`config.mk`:
```
export PLATFORM = sky130hd
export DESIGN_NAME = reset_req_gen
export DESIGN_NICKNAME = d
export VERILOG_FILES = /design/src/rtl/reset_req_gen.sv
export SDC_FILE = /design/constraint.sdc
export NUM_CORES = 1
export LEC_CHECK = 0
export CAP_MARGIN = 20
export CELL_PAD_IN_SITES_DETAIL_PLACEMENT = 1
export CELL_PAD_IN_SITES_GLOBAL_PLACEMENT = 2
export CORE_UTILIZATION = 33
export DETAILED_ROUTE_END_ITERATION = 10
export DONT_BUFFER_PORTS = 1
export MAX_ROUTING_LAYER = met4
export PLACE_DENSITY_LB_ADDON = 0.3
export SLEW_MARGIN = 0
export SYNTH_ARGS = -nofsm -noshare
export SYNTH_HDL_FRONTEND = slang
export SYNTH_SLANG_ARGS = --single-unit
export TNS_END_PERCENT = 50
```
`constraint.sdc`:
```
create_clock -name clk -period 1.6 [get_ports clk]
set_clock_uncertainty 0.2 [all_clocks]
set_input_delay 0.32 -clock clk [delete_from_list [all_inputs] [get_ports clk]]
set_output_delay 0.32 -clock clk [all_outputs]
set_load 0.01 [all_outputs]
```
`src/rtl/reset_req_gen.sv`:
```
// Reset-request initiator: qualifies button, software and watchdog sources into a
// minimum-width active-low reset request and keeps a sticky record of the cause.
module reset_req_gen #(
    parameter int unsigned DEBOUNCE_CNT = 8,
    parameter int unsigned PULSE_LEN    = 16,
    parameter int unsigned HOLDOFF_LEN  = 8,
    parameter int unsigned WDT_LIMIT    = 1024
) (
    input  logic       clk,
    input  logic       rst_n,
    input  logic       btn_n,
    input  logic       sw_req,
    input  logic       wdt_en,
    input  logic       wdt_kick,
    input  logic       cause_clr,
    output logic       rst_req_n,
    output logic       busy,
    output logic [2:0] cause
);

    typedef enum logic [1:0] {
        IDLE,
        ASSERT,
        HOLDOFF
    } state_t;

    localparam int unsigned MAXL = (PULSE_LEN > HOLDOFF_LEN) ? PULSE_LEN : HOLDOFF_LEN;
    localparam int unsigned CW   = (MAXL > 1) ? $clog2(MAXL) : 1;
    localparam int unsigned DW   = $clog2(DEBOUNCE_CNT + 1);
    localparam int unsigned WW   = $clog2(WDT_LIMIT);

    localparam logic [CW-1:0] PULSE_LAST = CW'(PULSE_LEN - 1);
    localparam logic [CW-1:0] HOLD_LAST  = CW'(HOLDOFF_LEN - 1);
    localparam logic [DW-1:0] DEB_MAX    = DW'(DEBOUNCE_CNT);
    localparam logic [DW-1:0] DEB_LAST   = DW'(DEBOUNCE_CNT - 1);
    localparam logic [WW-1:0] WDT_LAST   = WW'(WDT_LIMIT - 1);

    state_t          state, next_state;
    logic [CW-1:0]   cnt, next_cnt;
    logic            btn_s1, btn_s;
    logic [DW-1:0]   deb_cnt;
    logic [WW-1:0]   wdt_cnt;
    logic            is_idle;
    logic            btn_evt, sw_evt, wdt_evt;
    logic [2:0]      evts;

    assign is_idle = (state == IDLE);
    assign btn_evt = !btn_s && (deb_cnt == DEB_LAST);
    assign sw_evt  = is_idle && sw_req;
    assign wdt_evt = is_idle && wdt_en && !wdt_kick && (wdt_cnt == WDT_LAST);
    // Button events are only accepted in IDLE; saturation stops a lost event re-firing.
    assign evts    = is_idle ? {wdt_evt, sw_evt, btn_evt} : 3'b000;

    always_ff @(posedge clk) begin
        if (!rst_n) begin
            btn_s1  <= 1'b1;
            btn_s   <= 1'b1;
            deb_cnt <= '0;
        end else begin
            btn_s1 <= btn_n;
            btn_s  <= btn_s1;
            if (btn_s)
                deb_cnt <= '0;
            else if (deb_cnt != DEB_MAX)
                deb_cnt <= deb_cnt + DW'(1);
        end
    end

    always_ff @(posedge clk) begin
        if (!rst_n || !wdt_en || wdt_kick || !is_idle || wdt_evt)
            wdt_cnt <= '0;
        else
            wdt_cnt <= wdt_cnt + WW'(1);
    end

    always_comb begin
        next_state = state;
        next_cnt   = cnt;
        case (state)
            IDLE: begin
                if (evts != 3'b000) begin
                    next_state = ASSERT;
                    next_cnt   = PULSE_LAST;
                end
            end
            ASSERT: begin
                if (cnt == '0) begin
                    next_state = HOLDOFF;
                    next_cnt   = HOLD_LAST;
                end else begin
                    next_cnt = cnt - CW'(1);
                end
            end
            HOLDOFF: begin
                if (cnt == '0)
                    next_state = IDLE;
                else
                    next_cnt = cnt - CW'(1);
            end
            default: begin
                next_state = IDLE;
                next_cnt   = '0;
            end
        endcase
    end

    always_ff @(posedge clk) begin
        if (!rst_n) begin
            state     <= ASSERT;
            cnt       <= PULSE_LAST;
            rst_req_n <= 1'b0;
            busy      <= 1'b1;
            cause     <= 3'b000;
        end else begin
            state     <= next_state;
            cnt       <= next_cnt;
            rst_req_n <= (next_state != ASSERT);
            busy      <= (next_state != IDLE);
            cause     <= (cause_clr ? 3'b000 : cause) | evts;
        end
    end

endmodule

```
* After elaboration in Yosys (flattened, before gate mapping)
Cells that the tools add are included.
Widths: inputs -> output; s select.
** Word-level totals
- Bits in writable memories :: 0
- Logic and storage cells :: 52
- Input port bits :: 7
- Output and inout bits :: 5
- Memories kept :: 0
- Flip-flop bits (word level) :: 27
- Bits in read-only memories :: 0
- Bits in latches :: 0
** Cells by class
- Div/mod/pow operators :: 0
- Multiply operators :: 0
- Muxes and demuxes :: 10
- Reductions and logical operators :: 20
- Magnitude comparators :: 0
- $add $sub $neg :: 3
- Eq/ne operators :: 8
- Shift-type cells :: 0
- Bitwise operators :: 2
** Operator list (count)
- $mux 4 :: 3
- $pmux 4 s3 :: 1
- $add 10x1->10 const B :: 1
- $eq 10x10->1 const B :: 1
- $mux 2 :: 3
- $mux 3 :: 2
- $pmux 2 s3 :: 1
- $logic_and 1x1->1 :: 5
- $logic_not 1->1 :: 5
- $add 4x1->4 const B :: 1
- $eq 4x3->1 const B :: 1
- $logic_not 4->1 :: 1
- $logic_or 1x1->1 :: 4
- $ne 2x1->1 const B :: 2
- $ne 4x4->1 const B :: 1
- $sub 4x1->4 const B :: 1
- $or 3x3->3 :: 1
- $reduce_bool 3->1 :: 1
- $eq 2x1->1 const B :: 1
- $eq 2x2->1 const B :: 1
- $logic_not 2->1 :: 1
- $ne 2x2->1 const B :: 1
- $reduce_and 2->1 :: 1
- $reduce_bool 2->1 :: 1
- 2 further kinds :: 2

* Logic depth before layout (Yosys ltp)
Gate-level depths: netlist of run 1.
- Depth in word-level cells :: 9
- Depth in mapped cells :: 7
- Depth with buffers taken out :: 7

* Worst setup path after synthesis of run 1
No wires, ideal clock.
- Path kind :: register to register
- Start :: reg cnt[0]
- End :: reg cnt[0]
- Setup time :: 60 ps
- Path buffers :: 0
- Slack :: -115 ps
- Data required time :: 1340 ps
- Cell stages (with the launch flop) :: 8
- Period minus slack after synthesis :: 1715 ps
- Data arrival time :: 1455 ps
- Path through :: dfxtp_1 > inv_1 > ha_1 > or3b_1 > maj3_2 > nand2_1 > o21ai_1 > nand2_1
** On the way
- Word-level cells in the longest chain between the ends :: 3
- Elaborated cells on any way between the ends :: 7
- Those cells by class :: add/sub (1); eq/ne (1); mux (3); reduce/logical (2)
** RTL lines
- start: declaration :: RTL line 39 : logic [CW-1:0] cnt, next_cnt;
- start signal: assignment :: RTL line 116 : cnt <= next_cnt;
- $sub 4x1->4 / $logic_not 4->1 (equally long branches)
- $mux 4 (tied with other cells) :: RTL line 95 : if (cnt == '0)
- $pmux 4 s3 / $reduce_and 2->1 (equally long branches)
Parallel ways exist; a longest one is shown, timed or not. The select of a mux whose other input is x is not followed.
A chain may end at the register's enable or synchronous reset.

* Worst setup path in the final report of run 1
- Start :: reg cnt[1]
- End :: reg cnt[1]
The elaborated chain is that of the path after synthesis.

==> results of run 1 <==
## power by group through the flow
stage               Sequential, mW  Clock (mW)  Combinational (mW)
floorplan                    0.704           0              0.0363
global placement             0.703           0              0.0477
detailed placement           0.704           0              0.0509
CTS                          0.690       0.316              0.0663
global route                 0.693       0.352              0.0906
finish                       0.691       0.309              0.0802
## flip-flops by register name (all words and copies together), names as in the netlist
register	count
btn_s1	1
cause	3
busy	1
btn_s	1
state	2
cnt	4
rst_req_n	1
wdt_cnt	10
deb_cnt	4
## placed cells by master (no fill, tap or decap), types with 2 or more instances in the layout
cell type	count
a21oi_1	6
o21ai_1	3
ha_4	3
xor2_1	6
nor2b_1	5
nand2_1	13
buf_4	27
clkbuf_4	3
xnor2_1	2
nand2b_1	6
inv_1	5
nor2_1	14
dlygate4sd3_1	8
or3_1	3
dfxtp_2	8
o211ai_1	2
nand4_1	4
dfxtp_1	19
inv_2	2
nand3_1	5
o21ai_0	7
## worst reg2reg max path, cell delays in order (launching register included)
cell     delay [ns]
dfxtp_2        0.35
inv_2          0.06
ha_4           0.12
or3b_4         0.38
buf_4          0.16
a31oi_4        0.17
o31ai_2        0.08
nand3_1        0.07
## path summary, 6_finish.rpt
path,from,end,slack (ns),cells past startpoint
setup reg to reg,cnt[1],cnt[1],-0.05,7
hold reg to reg,wdt_cnt[7],wdt_cnt[7],0.32,2
hold / removal,cause_clr,cause[1],0.01,3
setup / recovery,cnt[1],cnt[1],-0.05,7
## area by class of cell
| type | count | area, um^2 | share of cell area, % |
|---|---|---|---|
| flip-flops and latches | 27 | 550.5 | 32.57 |
| repair buffers | 35 | 282.8 | 16.73 |
| clock inverters | 1 | 5.005 | 0.2961 |
| well taps | 46 | 57.56 | 3.405 |
| inverters | 7 | 26.28 | 1.554 |
| multi-input cells | 101 | 745.7 | 44.12 |
| clock buffers | 3 | 22.52 | 1.332 |
## layer usage
layer | GRT usage [%] | routed length [um] | vias to the layer above
met5 | - | 0 | -
met4 | 3.198 | 10 | 0
met3 | 5.109 | 123 | 2
met2 | 29.35 | 1554 | 14
met1 | 18.21 | 1440 | 527
li1 | - | - | 544
## cell families (layout without fill, tap and decap cells)
| family | Yosys count | in the layout | synth area share [%] |
|---|---|---|---|
| AO/OA/AOI/OAI | 25 | 25 | 12.15 |
| XOR/XNOR | 8 | 8 | 5.815 |
| adder cells (fa/ha/maj) | 5 | 5 | 5.088 |
| buffers and inverters | 9 | 46 | 2.907 |
| flip-flops | 27 | 27 | 44.86 |
| multiplexers | 1 | 1 | 0.9345 |
| AND/OR/NAND/NOR | 62 | 62 | 28.25 |
## timing repair
action,CTS,global route
hold buffers,7,1
gates resized for setup,13,14
endpoints found under the hold margin,15,1
pin swaps,9,4
setup buffers,3,2
gates cloned,0,0
setup endpoints to repair,9,11
## per-stage QoR
step	total power, mW	cell area [um^2]	std cells
after floorplan	0.7400	1221	137
after global routing	1.136	1690	220
after global placement	0.7510	1435	203
after detailed placement	0.7550	1435	203
after CTS	1.073	1603	217
final	1.080	1690	220
==> results.toml, run 1 <==
[power_and_ir_drop]
vdd_drop_max_uv = 415.3
seqPwrFrac_pct = 64.0
comb_power_share_pct = 7.4
powerDensity_nw_per_um2 = 638.8
power.share.clock_pct = 28.6
power_leakage_nw = 0.6351
internal_power_uw = 825.9
switching_share_pct = 23.52
switchingPower_uw = 254.0

[routing]
antenna_left = 0
route.detailed.drc = 0
avgRoutedWirePerCell_um = 14.22
via_per_inst = 4.941
vias = 1087
routed_wl_um = 3128
drt-pass1-iter-count = 4
drt-initial-drc-count = 23

[sta]
fin_crit_sh_pct = 103.3
fmax_mhz = 605.1
max_slew_margin_pct = 76.75
tightest_slew_ns = 0.3476
report.final.hold_viol_count = 0
rsz0062_at_grt = "true"
setup_viol = 3
holdWs_ns = 0.01197
fin_crit_ns = 1.653
worst_slack_ns = -0.05263
slew_violations = 0
setup_tns_ns = -0.1223

[worst_setup_path]
cpMaxStageDelayCell = "or3b_4"
path_delay_family = "simple AND/OR/NAND/NOR gates"
worst_setup_path_end_kind = "register"
worstPathArrival_ns = 1.73
cp_data_required_time_ns = 1.68
cp-start-kind = "register"
critPathMaxFanout = 3
path_class = "register to register"
path_buf_inv = 2
cpPeakStageDelay_ns = 0.38
path_cells = "inv_2 > ha_4 > or3b_4 > buf_4 > a31oi_4 > o31ai_2 > nand3_1"

[floorplanning]
ioPinCount = 12
design.core.area_um2 = 3416
die-area_um2 = 3897
die_height_um = 62.43
fp-row-count = 21
die_w_um = 62.43
start_util_pct = 35.27

[logic_synthesis]
yosysMostFrequentCell = "dfxtp_1"
async_flop_share_pct = 0
netlist_top_cells_count = "dfxtp_1, nand2_1, nor2_1"
synth_top_area_share_pct = 44.86
ys.flop_type = "dfxtp_1"
yosysTopAreaCell = "dfxtp_1"
syn_area_um2 = 1205
yosysSeqAreaShare_pct = 44.86
synth-seq-cells = 27
netlist-cell-type-count = 37
synth_area_leaders = "dfxtp_1, nand2_1, nor2_1, xor2_1, ha_1"
synth-edff-count = 0
synth_fp_nets = 148
syn_area_per_cell_um2 = 8.795
ys_warn_count = 0
synthCells = 137

[cells_and_area]
antenna_cells = 0
fin_util_pct = 49.49
fillers = 400
drive_gt1_share_pct = 33.33
area_delta_synth_final_pct = 40.29
nNetsFinal = 186

[global_routing]
grt_usage_pct = 16.56
grt_max_degree = 16
grt_pass1_vias = 1143
antenna_found_initial = 0
overflow = 0
grt_pass1_wl_um = 5009

[placed_design]
numPortBuffers = 0
gp_congestion = 0.7488
place.detailed.hpwl_um = 2105
dp_slack_ns = -0.1602

[status]
status = "finished with violations"
violations = "negative setup slack"

[clocking]
cts.clk_slew.worst_paths_ns = 0.16
clock-root-buffer = "clkbuf_4"
cts_max_level = 1
clk_latency_ns = 0.33
clock_path_buffers = 2
cts_made_buffers = 3
cts_tree = "done"
cts.sinks = 27

[job]
maxCapViolCount = 0

[hold_path]
hp-class = "input pin to register"
Power figures use the tool's default switching activity.
==> run 2: changes to the inputs <==
--- a/config.mk
+++ b/config.mk
@@ -8,6 +8,7 @@
 export CAP_MARGIN = 20
 export CELL_PAD_IN_SITES_DETAIL_PLACEMENT = 1
 export CELL_PAD_IN_SITES_GLOBAL_PLACEMENT = 2
+export CORE_ASPECT_RATIO = 2
 export CORE_UTILIZATION = 33
 export DETAILED_ROUTE_END_ITERATION = 10
 export DONT_BUFFER_PORTS = 1
==> results.toml, run 2 (synthesis results as in run 1) <==
[routing]
vias = 1084
avgRoutedWirePerCell_um = 15.25
drt-pass1-iter-count = 4
route.detailed.drc = 0
via_per_inst = 5.065
antenna_left = 0
routed_wl_um = 3263
drt-initial-drc-count = 5

[cells_and_area]
nNetsFinal = 178
finalNonFillerCells = 214
largest_reg_flops = 10
final_common_cell = "buf_4"
reg_top3 = "wdt_cnt: 10 flops, cnt: 4 flops, deb_cnt: 4 flops"
fin_util_pct = 47.17
drive_gt1_share_pct = 34.94
largest-register = "wdt_cnt"
area_delta_synth_final_pct = 35.20
antenna_cells = 0
final_cell_mix = "buf_4, dfxtp_1, nor2_1"

[clocking]
cts_tree = "done"
clock_path_buffers = 2
cts.clk_slew.worst_paths_ns = 0.10
cts_hold_buf = 2
cts.sinks = 27
clock-root-buffer = "clkbuf_8"
cts_max_level = 1
clk_latency_ns = 0.27
cts_made_buffers = 3

[power_and_ir_drop]
powerDensity_nw_per_um2 = 704.0
power_leakage_nw = 0.6085
switchingPower_uw = 250.2
power.total_mw = 1.147
power.share.clock_pct = 34.2
internal_power_uw = 896.6
switching_share_pct = 21.82
seqPwrFrac_pct = 60.1
comb_power_share_pct = 5.6
vdd_drop_max_uv = 450.0

[worst_setup_path]
r2r_slack_ns = -0.07
worstPathArrival_ns = 1.70
path_buf_inv = 1
cp.depth = 7
cpPeakStageDelay_ns = 0.40
setup.worst_path.end = "cnt[0]"
r2r_start = "cnt[0]"
critPathMaxFanout = 4
startpoint = "cnt[0]"
cp_data_required_time_ns = 1.62
cp-start-kind = "register"
path_cells = "inv_2 > ha_4 > or3b_4 > maj3_2 > nand2_1 > o21ai_1 > nand2_1"
path_common_cell = "nand2_1"
reg2reg_depth = 7
r2r-end = "cnt[0]"
worst_setup_path_end_kind = "register"
path_class = "register to register"
path_delay_family = "simple AND/OR/NAND/NOR gates"
cpMaxStageDelayCell = "or3b_4"

[global_routing]
grt_usage_pct = 18.79
grt_pass1_vias = 1209
grt_pass1_wl_um = 5223
grt_max_degree = 15
antenna_found_initial = 0
overflow = 0

[sta]
holdWs_ns = -0.08350
setup_viol = 3
report.final.hold_viol_count = 8
tightest_slew_ns = 0.3267
slew_violations = 0
fin_crit_ns = 1.675
setup_tns_ns = -0.08954
fin_crit_sh_pct = 104.7
rsz0062_at_grt = "true"
fmax_mhz = 597.0
max_slew_margin_pct = 78.13
worst_slack_ns = -0.07499

[floorplanning]
die_w_um = 44.73
die-area_um2 = 3911
die_height_um = 87.46
start_util_pct = 34.89
ioPinCount = 12
design.core.area_um2 = 3453
fp-row-count = 30

[placed_design]
gp_congestion = 0.7955
place.detailed.hpwl_um = 2476
placedCellCount = 206
dp_slack_ns = -0.1441
numPortBuffers = 0

[job]
maxCapViolCount = 0

[status]
violations = "negative hold slack, negative setup slack"
status = "finished with violations"

[hold_path]
hp-class = "input pin to register"
run 2: changes by cell type in the layout (fill, tap and decap cells not counted), moves of 2 or more:
cell / delta
dlygate4sd3_1: -6
buf_4: -2
clkbuf_4: -3
a21oi_2: +2
a21oi_1: -2
clkbuf_8: +3
run 2: power groups by stage:
stage / Clock, mW / Combinational [mW] / Sequential, mW
finish: 0.392 / 0.0648 / 0.690
global route: 0.442 / 0.0712 / 0.691
CTS: 0.408 / 0.0641 / 0.690
detailed placement: 0 / 0.0568 / 0.704
global placement: 0 / 0.0547 / 0.703
floorplan: 0 / 0.0363 / 0.704
run 2: how the worst min path moves through the flow:
| stage | start | endpoint | slack, ns | cells after the start |
|---|---|---|---|---|
| after CTS | rst_n | cnt[0] | -0.10 | 1 |
| after global routing | rst_n | busy | -0.1 | 1 |
| after floorplan | btn_s1 | btn_s | 0.19 | 1 |
| after global placement | rst_n | cnt[0] | 0.19 | 1 |
| final | rst_n | busy | -0.08 | 1 |
| after detailed placement | rst_n | cnt[0] | 0.19 | 1 |
run 2: area by class of cell:
| type | count | area (um^2) |
|---|---|---|
| Clock buffer | 4 | 45.04 |
| Fill cell | 423 | 1824 |
| Inverter | 7 | 26.28 |
| Multi-Input combinational cell | 101 | 740.7 |
| Sequential cell | 27 | 549.3 |
| Tap cell | 48 | 60.06 |
| Timing Repair Buffer | 27 | 207.7 |
run 2: metal layers:
| metal | track usage [%] | wire length (um) | vias to the layer above |
|---|---|---|---|
| li1 | - | - | 526 |
| met5 | - | 0 | - |
| met3 | 2.075 | 55 | 4 |
| met1 | 14.03 | 1047 | 535 |
| met4 | 7.989 | 47 | 0 |
| met2 | 39.84 | 2112 | 19 |
run 2: worst register-to-register path, stage by stage, from the launching register on:
cell and delay, ns:
dfxtp_2 0.34, inv_2 0.07, ha_4 0.13, or3b_4 0.40, maj3_2 0.31, nand2_1 0.06, o21ai_1 0.06, nand2_1 0.06
run 2: repair_timing:
action / 4_1_cts / 5_1_grt
hold endpoints to repair: 11 / 10
pin swaps: 9 / 6
setup endpoints to repair: 9 / 9
cloned: 0 / 0
setup buffers: 1 / 1
resized for setup: 19 / 6
run 2: stage by stage:
| step | hold WS [ns] | instance area (um^2) |
|---|---|---|
| after floorplan | 0.1863 | 1221 |
| after global placement | 0.1872 | 1445 |
| after detailed placement | 0.1877 | 1445 |
| after CTS | -0.1005 | 1595 |
| after global routing | -0.09535 | 1629 |
| final | -0.08350 | 1629 |
